### src/rtl/periph_bus_arbiter.sv
// Two-master round-robin arbiter for the single-port peripheral bus, with locked bursts and registered read return.
// Optional address range/alignment checking is enabled by defining ARB_ADDR_CHECK_EN.
module periph_bus_arbiter #(
    parameter int unsigned MAX_BURST   = 4,
    parameter logic [31:0] PERIPH_BASE = 32'h4000_0000,
    parameter logic [31:0] PERIPH_TOP  = 32'h4000_0020
) (
    input  logic        clk,
    input  logic        reset,
    input  logic [1:0]  m_req,
    input  logic [1:0]  m_lock,
    input  logic [1:0]  m_wr,
    input  logic [31:0] m_addr0,
    input  logic [31:0] m_addr1,
    input  logic [31:0] m_wdata0,
    input  logic [31:0] m_wdata1,
    output logic [1:0]  m_gnt,
    output logic [1:0]  m_rvalid,
    output logic [31:0] m_rdata,
    output logic [1:0]  m_err,
    output logic        rd,
    output logic        wr,
    output logic [31:0] addr,
    output logic [31:0] wdata,
    input  logic [31:0] rdata
);

    // state | meaning
    // IDLE  | nobody owns the bus, no access
    // OWN0  | M0 owns the bus, granted whenever m_req[0] is high
    // OWN1  | M1 owns the bus, granted whenever m_req[1] is high
    typedef enum logic [1:0] {IDLE, OWN0, OWN1} state_t;

`ifdef ARB_ADDR_CHECK_EN
    localparam bit ADDR_CHECK = 1'b1;
`else
    localparam bit ADDR_CHECK = 1'b0;
`endif
    localparam logic [3:0] BURST_LIM = 4'(MAX_BURST - 1);

    state_t      state, state_nxt;
    logic        last_own, last_nxt;
    logic [3:0]  burst_cnt, burst_nxt;
    logic        granting, sel, addr_bad;
    logic [31:0] sel_addr;

    assign sel_addr = (state == OWN1) ? m_addr1 : m_addr0;
    assign addr_bad = ADDR_CHECK & ((sel_addr < PERIPH_BASE) | (sel_addr > PERIPH_TOP) |
                                    (sel_addr[1:0] != 2'b00));

    always_ff @(posedge clk or negedge reset) begin
        if (!reset) begin
            state     <= IDLE;
            last_own  <= 1'b1;
            burst_cnt <= '0;
        end else begin
            state     <= state_nxt;
            last_own  <= last_nxt;
            burst_cnt <= burst_nxt;
        end
    end

    // The tie-break uses last_own including this cycle's grant, so contention alternates.
    always_comb begin
        state_nxt = state;
        burst_nxt = '0;
        last_nxt  = last_own;
        if (granting) last_nxt = sel;
        if (granting && m_lock[sel] && (burst_cnt < BURST_LIM)) begin
            burst_nxt = burst_cnt + 4'd1;
        end else begin
            unique case (m_req)
                2'b11:   state_nxt = last_nxt ? OWN0 : OWN1;
                2'b01:   state_nxt = OWN0;
                2'b10:   state_nxt = OWN1;
                default: state_nxt = IDLE;
            endcase
        end
    end

    always_comb begin
        granting = 1'b0;
        sel      = 1'b0;
        m_gnt    = '0;
        rd       = 1'b0;
        wr       = 1'b0;
        addr     = '0;
        wdata    = '0;
        if (state == OWN0 && m_req[0]) begin
            granting = 1'b1;
            sel      = 1'b0;
        end else if (state == OWN1 && m_req[1]) begin
            granting = 1'b1;
            sel      = 1'b1;
        end
        if (granting) begin
            m_gnt[sel] = 1'b1;
            addr       = sel_addr;
            wdata      = sel ? m_wdata1 : m_wdata0;
            rd         = ~m_wr[sel] & ~addr_bad;
            wr         = m_wr[sel] & ~addr_bad;
        end
    end

    always_ff @(posedge clk or negedge reset) begin
        if (!reset) begin
            m_rvalid <= '0;
            m_rdata  <= '0;
            m_err    <= '0;
        end else begin
            m_rvalid <= '0;
            m_err    <= '0;
            if (granting) begin
                if (addr_bad) begin
                    m_rvalid[sel] <= 1'b1;
                    m_err[sel]    <= 1'b1;
                    m_rdata       <= '0;
                end else if (!m_wr[sel]) begin
                    m_rvalid[sel] <= 1'b1;
                    m_rdata       <= rdata;
                end
            end
        end
    end

endmodule

### config.mk
export PLATFORM = sky130hd
export DESIGN_NAME = periph_bus_arbiter
export DESIGN_NICKNAME = d
export VERILOG_FILES = /design/src/rtl/periph_bus_arbiter.sv
export SDC_FILE = /design/constraint.sdc
export NUM_CORES = 1
export LEC_CHECK = 0
export CORE_AREA = 2 2 104 106
export CTS_CLUSTER_SIZE = 24
export DETAILED_ROUTE_END_ITERATION = 8
export DIE_AREA = 0 0 106 108
export PLACE_DENSITY = 0.67
export SETUP_SLACK_MARGIN = 0.3
export SLEW_MARGIN = 20
export SYNTH_ARGS = -nofsm -noshare
export SYNTH_HDL_FRONTEND = slang
export SYNTH_SLANG_ARGS = --single-unit
### constraint.sdc
create_clock -name clk -period 4.6 [get_ports clk]
set_clock_uncertainty 0.2 [all_clocks]
set_input_delay 0.92 -clock clk [delete_from_list [all_inputs] [get_ports clk]]
set_output_delay 0.92 -clock clk [all_outputs]
set_load 0.05 [all_outputs]
Word level (Yosys, flattened, before mapping)
Cells that the tools add are included.

$add $sub $neg: 1. Magnitude comparators: 3. Equality and inequality tests: 5. Multiplexer cells: 22. Bitwise operators: 1. Reduce and logical (&&, ||, !) cells: 6.

Operators with widths (count): 32-bit 2-to-1 mux (4); 1-bit 2-to-1 mux (11); 2-bit 2-to-1 mux (4); 2-bit equality test (second input constant) (3); 2-bit one-hot mux with 3 select lines (1); 1-bit logical AND (5); 4-bit by 1-bit adder with 4-bit output (second input constant) (1); 2-bit by 1-bit equality test with 1-bit output (second input constant) (2); 4-bit by 2-bit less-than comparator with 1-bit output (second input constant) (1); 4-bit 2-to-1 mux (1); 1-bit by 2-bit less-than comparator with 1-bit output (second input constant) (1); 2-bit AND reduction (1); 1-bit demux with 1-bit select (1); 1-bit >= comparator (second input constant) (1); 1-bit NOT (1).

Register bits: 41. Input bits: 168. Output and inout port bits: 104. Logic and storage cells: 43.

Depth between registers and ports, before layout
Gate-level depths: netlist (run 1).

Depth after elaboration: 10. Mapped depth: 5.

Worst setup path after synthesis (run 1)
OpenSTA, ideal clock, no wires.

Path type: input to output. Start point: input m_req[1]. End point: output wdata[10]. Arrival: 2.471 ns. Slack: 1.009 ns. Stages: 4. Buffers on the path: 2. Cells stage by stage: and3b_1 > buf_6 > clkbuf_1 > a22o_1.

Cells in the longest elaborated chain, start to end: 5. Elaborated cells on any way between the ends: 6.

RTL lines: start: declaration (RTL line 10) `input logic [1:0] m_req,`; 1-bit logical AND * (RTL line 92) `end else if (state == OWN1 && m_req[1]) begin`; 1-bit 2-to-1 mux * (RTL line 92); 1-bit 2-to-1 mux (RTL line 89) `if (state == OWN0 && m_req[0]) begin`; 32-bit 2-to-1 mux (RTL line 99) `wdata = sel ? m_wdata1 : m_wdata0;`; 32-bit 2-to-1 mux * (RTL line 96) `if (granting) begin`; end: declaration (RTL line 24) `output logic [31:0] wdata,`.

Every way passes the cells marked *; elsewhere a longest branch is shown, timed or not.

Worst setup path in the final report (run 1)
Start point: input m_req[0]. End point: output m_gnt[0].

Cells in the longest elaborated chain, start to end: 7. Elaborated cells on any way between the ends: 9.

RTL lines: 1-bit logical AND * (RTL line 89); 1-bit 2-to-1 mux (RTL line 89); 1-bit by 2-bit less-than comparator with 1-bit output (implied by the code) or 1-bit >= comparator (tied branches) (RTL line 97) `m_gnt[sel] = 1'b1;`; 1-bit logical AND (implied by the code) (RTL line 97); 1-bit 2-to-1 mux; 1-bit demux with 1-bit select; 2-bit 2-to-1 mux * (RTL line 96); end: declaration (RTL line 17) `output logic [1:0] m_gnt,`.

Marked as above.

==> insert_results.sql, run 1 <==
INSERT INTO impl_metrics (metric_group, metric, value, unit) VALUES
('run_status', 'outcome', 'finished, final reports clean', ''),
('cells_and_area', 'fillCellCount', '876', ''),
('power', 'p_seq_share', '23.0', '%'),
('global_routing', 'met3_demand_to_capacity_share_in_global_routing', '4.22', '%'),
('route', 'postRouteAntennaNets', '0', ''),
('cells_and_area', 'layout-drive-gt1-share', '23.8', '%'),
('critical_path', 'worst-r2r-cell-count', '5', ''),
('clock_network', 'cts-resized-gates', '0', ''),
('route', 'detail_route.first_pass.iterations', '5', ''),
('sta', 'timing_worst_slew_pin_value', '0.865', 'ns'),
('route', 'vias', '2889', ''),
('clock_network', 'tritoncts', 'yes', ''),
('sta', 'final.min_clock_period', '3.73', 'ns'),
('sta', 'setup_viol', '0', ''),
('route', 'post_dr_vias_cell', '4.44', ''),
('logic_synthesis', 'post_synth.cell_area_avg', '9.59', 'sq um'),
('cells_and_area', 'layoutNonFillerInstCount', '650', ''),
('sta', 'hold_viol', '0', ''),
('cells_and_area', 'area_delta_synth_final', '148', '%'),
('power', 'pwr-share-clk', '10.3', '%'),
('route', 'drt_iter0_drc', '91', ''),
('clock_network', 'cts_num_sinks', '41', ''),
('power', 'combinationalPowerShare', '66.7', '%'),
('floorplan', 'floorplan.core_area', '10200', 'sq um'),
('global_routing', 'grt_start_max_net_pins', '42', ''),
('route', 'post_drt_wl_per_cell', '15.2', 'microns'),
('global_routing', 'use_met1', '16.9', '%'),
('logic_synthesis', 'ys_dominant_reg_cell', 'dfrtp_1', ''),
('placed_design', 'io_buffers', '269', ''),
('global_routing', 'globalRoute.busiestLayer', 'met2', ''),
('flow_run', 'count_of_maximum_capacitance_violations', '0', ''),
('global_routing', 'antenna_found_initial', '0', ''),
('floorplan', 'site_row_count', '37', ''),
('global_routing', 'number_of_global_route_vias_before_repair', '2975', ''),
('route', 'drcViolationCount', '0', ''),
('floorplan', 'die-width', '106', 'microns'),
('logic_synthesis', 'synth_cell_type_count', '30', ''),
('cells_and_area', 'regArea', '1030', 'sq um'),
('sta', 'grt_setup_unrepaired', 'false', ''),
('sta', 'max_clock_freq', '268', 'MHz'),
('clock_network', 'clk_path_buf_depth', '2', ''),
('worst_hold_path', 'holdPathEnd', 'burst_cnt[0]', ''),
('floorplan', 'die-height', '108', 'microns'),
('power', 'static-leakage-power', '2.47', 'nW'),
('worst_hold_path', 'holdPathStages', '1', ''),
('cells_and_area', 'final_nets', '681', ''),
('sta', 'timing.setup.tns', '0', 'ns'),
('worst_hold_path', 'timing.hold.worst.class', 'flop to flop', ''),
('power', 'worst_ir_drop_vdd', '0.287', 'mV'),
('placed_design', 'placedCellCount', '641', ''),
('route', 'drt-total-wl', '9900', 'microns'),
('worst_hold_path', 'min_from', 'burst_cnt[0]', ''),
('cells_and_area', 'most-common-layout-cells', 'clkdlybuf4s50_1 (201), buf_12 (67), nand2_1 (64)', ''),
('critical_path', 'critical_path.reg2reg.endpoint', 'm_rdata[14]', ''),
('logic_synthesis', 'top_cell_type_s_share_of_synthesized_area', '41.7', '%'),
('critical_path', 'setup.worst_path.end_class', 'primary output', ''),
('critical_path', 'reg2reg_slack', '2.35', 'ns'),
('placed_design', 'dp_hpwl', '8230', 'microns'),
('floorplan', 'initial_utilization', '23.4', '%'),
('power', 'power-per-cell-area', '399', 'nW/um^2'),
('critical_path', 'worst_reg2reg_startpoint', 'state[1]', ''),
('logic_synthesis', 'postSynthRegisterBits', '41', ''),
('clock_network', 'postCtsHoldBufs', '0', ''),
('critical_path', 'path_class', 'input port to primary output', ''),
('logic_synthesis', 'netlist_instances', '250', ''),
('clock_network', 'cts_root_cell', 'clkbuf_8', ''),
('clock_network', 'post-cts-setup-buffers', '0', ''),
('floorplan', 'boundaryPins', '272', ''),
('global_routing', 'gr-usage-all-layers', '16.4', '%'),
('clock_network', 'cts-htree-levels', '2', ''),
('sta', 'slew_viol_final', '0', '');
[per-stage QoR]
step           power [mW]  setup slack (ns)  instance area [sq um]  util (%)  hold slack [ns]
4_1_cts              2.40             0.867                   5950      58.2            0.261
5_1_grt              2.48             0.809                   5950      58.2            0.278
3_3_place_gp         2.13             0.911                   5860      57.3            0.236
6_report             2.38             0.865                   5960      58.2            0.256
2_1_floorplan        1.44              1.01                   2410         -            0.219
3_5_place_dp         2.15             0.872                   5860      57.3            0.250
[state kept, by name, summed over array words and instances (netlist names)]
name	count
last_own	1
m_rdata	32
state	2
burst_cnt	4
m_rvalid	2
[worst max path at each step]
stage | startpoint | cells past startpoint | slack, ns | endpoint
after floorplan | m_req[1] | 4 | 1.01 | wdata[10]
after global placement | m_req[0] | 4 | 0.91 | m_gnt[0]
after detailed placement | m_req[0] | 4 | 0.87 | m_gnt[0]
after CTS | m_req[0] | 4 | 0.87 | m_gnt[0]
after global routing | m_req[0] | 7 | 0.81 | addr[14]
final | m_req[0] | 4 | 0.87 | m_gnt[0]
[power by group through the flow]
stage          Sequential, mW  Clock (mW)  Combinational [mW]
6_report                0.547       0.244                1.58
5_1_grt                 0.564       0.269                1.65
4_1_cts                 0.549       0.254                1.60
3_5_place_dp            0.556           0                1.60
3_3_place_gp            0.546           0                1.58
2_1_floorplan           0.968           0               0.472
[synth_stat cells (2+ instances only)]
| library cell | number |
|---|---|
| clkbuf_1 | 16 |
| inv_1 | 4 |
| nand2_1 | 65 |
| mux2_4 | 3 |
| buf_6 | 4 |
| mux2_2 | 30 |
| a22o_1 | 33 |
| a21oi_1 | 33 |
| dfrtp_1 | 40 |
| buf_4 | 2 |
[worst max-delay path: stages]
cell	delay [ns]
clkdlybuf4s50_1	0.50
nand3b_1	0.14
inv_2	0.20
clkdlybuf4s50_1	0.85
[per-layer routing]
layer | up-vias | wire [microns] | part of all wire, %
met5 | - | 0 | 0
met4 | 0 | 200 | 2.0
met3 | 15 | 798 | 8.1
met2 | 161 | 5490 | 55
met1 | 1318 | 3420 | 35
li1 | 1395 | - | -
[kinds of logic (layout without fill, tap and decap cells)]
| group | after synthesis | count (layout) | share of synthesized area, % |
|---|---|---|---|
| compound gates | 69 | 69 | 20.1 |
| other cells | 1 | 5 | 0.156 |
| flops | 41 | 41 | 42.8 |
| mux | 35 | 35 | 17.0 |
| fa+ha+maj | 2 | 2 | 0.939 |
| buf+inv | 27 | 287 | 5.79 |
| simple gates | 75 | 75 | 13.2 |
[layout make-up]
cell class / count / area share [%]
sequential: 41 / 17.2
clock inverter: 3 / 0.420
multi-input combinational: 185 / 21.0
inverter: 5 / 0.315
antenna: 1 / 0.0420
timing repair buffer: 274 / 57.0
tap: 136 / 2.86
clock buffer: 5 / 1.16
Note: power is estimated with default switching activity, not from simulation.
==> run 2, diff against run 1 <==
--- a/config.mk
+++ b/config.mk
@@ -9,7 +9,7 @@
 export CTS_CLUSTER_SIZE = 24
 export DETAILED_ROUTE_END_ITERATION = 8
 export DIE_AREA = 0 0 106 108
-export PLACE_DENSITY = 0.67
+export PLACE_DENSITY = 0.7
 export SETUP_SLACK_MARGIN = 0.3
 export SLEW_MARGIN = 20
 export SYNTH_ARGS = -nofsm -noshare
==> constraint.sdc (replaced) <==
create_clock -name clk -period 3 [get_ports clk]
set_clock_uncertainty 0.2 [all_clocks]
set_input_delay 0.6 -clock clk [delete_from_list [all_inputs] [get_ports clk]]
set_output_delay 0.6 -clock clk [all_outputs]
set_load 0.05 [all_outputs]
==> run 2 against run 1 <==
Against the previous run:
- power grew 64%
- via count grew 9.2%
- critical path type unchanged
- clock power grew 52%
- largest cell class unchanged
- worst hold slack lost 0.035 ns
- global-route usage grew 3.7 points
- sequential power grew 54%
==> insert_results.sql, run 2 (synthesized netlist as in run 1, its figures left out) <==
INSERT INTO impl_metrics (metric_group, metric, value, unit) VALUES
('route', 'drt-total-wl', '12300', 'microns'),
('cells_and_area', 'layout_top_registers', 'm_rdata (32), burst_cnt (4)', ''),
('sta', 'final.min_clock_period', '2.68', 'ns'),
('clock_network', 'clk_transition_reported_paths', '0.09', 'ns'),
('cells_and_area', 'area_delta_synth_final', '177', '%'),
('clock_network', 'tritoncts.num_buffers', '5', ''),
('cells_and_area', 'most-common-layout-cells', 'clkdlybuf4s50_1 (198), buf_12 (73), nand2_1 (65)', ''),
('global_routing', 'antenna_found_initial', '0', ''),
('flow_run', 'count_of_maximum_capacitance_violations', '0', ''),
('sta', 'grt_setup_unrepaired', 'true', ''),
('clock_network', 'cts_root_cell', 'clkbuf_8', ''),
('sta', 'hold_viol', '0', ''),
('critical_path', 'worst_reg2reg_startpoint', 'state[0]', ''),
('floorplan', 'site_row_count', '37', ''),
('route', 'post_drt_wl_per_cell', '18.3', 'microns'),
('floorplan', 'die-height', '108', 'microns'),
('power', 'combinationalPowerShare', '68.8', '%'),
('power', 'p_seq_share', '21.7', '%'),
('power', 'power-per-cell-area', '586', 'nW/um^2'),
('power', 'pwr-share-clk', '9.5', '%'),
('sta', 'max-slew-margin-rel', '41.2', '%'),
('global_routing', 'grt_start_max_net_pins', '42', ''),
('route', 'drt_iter0_drc', '116', ''),
('critical_path', 'path_class', 'input port to primary output', ''),
('critical_path', 'setup.worst_path.start_class', 'input port', ''),
('critical_path', 'crit_required', '2.20', 'ns'),
('route', 'post_dr_vias_cell', '4.70', ''),
('sta', 'slew_viol_final', '0', ''),
('clock_network', 'postCtsHoldBufs', '0', ''),
('placed_design', 'place_congestion', '0.903', ''),
('sta', 'period_share', '89.3', '%'),
('global_routing', 'overall_overflow_remaining_after_global_route', '0', ''),
('power', 'swShare', '46.6', '%'),
('critical_path', 'critical_path.reg2reg.endpoint', 'm_rdata[9]', ''),
('clock_network', 'cts_num_sinks', '41', ''),
('placed_design', 'io_buffers', '269', ''),
('clock_network', 'clk_path_buf_depth', '2', ''),
('cells_and_area', 'registers.top_by_ff_count', 'm_rdata', ''),
('route', 'detail_route.first_pass.iterations', '5', ''),
('route', 'postRouteAntennaNets', '0', ''),
('run_status', 'outcome', 'finished, final reports clean', ''),
('power', 'internal-power', '2.08', 'mW'),
('global_routing', 'gr-usage-all-layers', '20.1', '%'),
('clock_network', 'clock_insertion_delay_worst_skew', '0.29', 'ns'),
('cells_and_area', 'fillCellCount', '786', ''),
('critical_path', 'crit_path_start', 'm_req[1]', ''),
('cells_and_area', 'antennaDiodeCount', '0', ''),
('floorplan', 'die-width', '106', 'microns'),
('worst_hold_path', 'timing.hold.worst.class', 'input port to asynchronous set/reset pin', ''),
('cells_and_area', 'layout_commonest_cell', 'clkdlybuf4s50_1', ''),
('sta', 'max_clock_freq', '373', 'MHz'),
('cells_and_area', 'largest_register_ff_count', '32', ''),
('power', 'static-leakage-power', '2.71', 'nW'),
('sta', 'setup_viol', '0', ''),
('cells_and_area', 'final_cell_area', '6650', 'sq um'),
('critical_path', 'worst_ep_arrival_time', '1.88', 'ns'),
('critical_path', 'worst-r2r-cell-count', '6', ''),
('clock_network', 'cts-htree-levels', '2', ''),
('route', 'drcViolationCount', '0', ''),
('placed_design', 'dpl-instance-area', '5920', 'sq um'),
('placed_design', 'dp_hpwl', '9150', 'microns'),
('floorplan', 'floorplan.core_area', '10200', 'sq um'),
('sta', 'timing_worst_slew_pin_value', '0.883', 'ns'),
('critical_path', 'crit_fanout', '7', ''),
('power', 'report.power.total', '3.89', 'mW'),
('floorplan', 'dieArea', '11400', 'sq um'),
('clock_network', 'tritoncts', 'yes', ''),
('cells_and_area', 'layout-drive-gt1-share', '34.8', '%'),
('critical_path', 'crit_end', 'addr[26]', ''),
('route', 'vias', '3154', ''),
('critical_path', 'reg2reg_slack', '0.83', 'ns'),
('power', 'power_switching', '1.81', 'mW'),
('cells_and_area', 'final_nets', '703', ''),
('critical_path', 'setup.worst_path.end_class', 'primary output', ''),
('global_routing', 'grt_pass1_wl', '17800', 'microns'),
('power', 'worst_ir_drop_vdd', '0.493', 'mV'),
('floorplan', 'initial_utilization', '23.4', '%'),
('floorplan', 'boundaryPins', '272', ''),
('global_routing', 'number_of_global_route_vias_before_repair', '3400', '');
[run 2: layout make-up]
type                            instances  area (sq um)  area share [%]
Clock buffer                            5          68.8            1.04
Clock inverter                          3          25.0           0.376
Inverter                                5          21.3           0.320
Multi-Input combinational cell        186          1620            24.4
Sequential cell                        41          1030            15.5
Tap cell                              136           170            2.56
Timing Repair Buffer                  295          3710            55.9
[run 2: power by group through the flow]
| stage | clock network (mW) | registers [mW] | logic, mW |
|---|---|---|---|
| finish | 0.371 | 0.844 | 2.68 |
| global route | 0.410 | 0.868 | 2.77 |
| CTS | 0.389 | 0.845 | 2.62 |
| detailed placement | 0 | 0.856 | 2.48 |
| global placement | 0 | 0.841 | 2.45 |
| floorplan | 0 | 1.48 | 0.724 |
[run 2: how the worst min path moves through the flow]
stage | startpoint | to | slack [ns] | cells past startpoint
2_1_floorplan | reset | burst_cnt[0] | 0.10 | 0
3_3_place_gp | burst_cnt[0] | burst_cnt[0] | 0.26 | 1
3_5_place_dp | burst_cnt[0] | burst_cnt[0] | 0.25 | 1
4_1_cts | reset | m_rdata[26] | 0.25 | 1
5_1_grt | burst_cnt[0] | burst_cnt[0] | 0.28 | 1
6_report | reset | m_rdata[26] | 0.22 | 1
[run 2: layer usage]
metal,share of wire [%],global-route usage [%]
met1,33,20.5
met2,56,39.5
met3,6.4,4.28
met4,3.7,8.27
met5,0,0
[run 2: metrics by stage]
step / hold WS, ns / worst slack [ns] / instances / setup TNS (ns) / util [%]
2_1_floorplan: 0.104 / 0.303 / 253 / 0 / -
3_3_place_gp: 0.256 / -0.0684 / 648 / -0.878 / 57.9
3_5_place_dp: 0.252 / -0.0924 / 648 / -1.42 / 57.9
4_1_cts: 0.250 / 0.306 / 669 / 0 / 63.0
5_1_grt: 0.279 / 0.283 / 671 / 0 / 65.0
6_report: 0.222 / 0.321 / 671 / 0 / 65.0
[run 2: what timing repair did]
| action | 4_1_cts | 5_1_grt |
|---|---|---|
| pin swaps | 4 | 1 |
| setup buffers | 9 | 2 |
| gates cloned | 4 | 0 |
| endpoints found under the setup margin | 66 | 41 |
| hold endpoints to repair | 0 | 0 |
| gates resized for setup | 56 | 26 |
[run 2: critical path, cell delays in order]
cell and delay (ns):
dlygate4sd2_1 0.24, and3b_2 0.23, buf_12 0.15, nor2_4 0.12, buf_12 0.14, buf_6 0.19, a21oi_4 0.06, buf_12 0.15
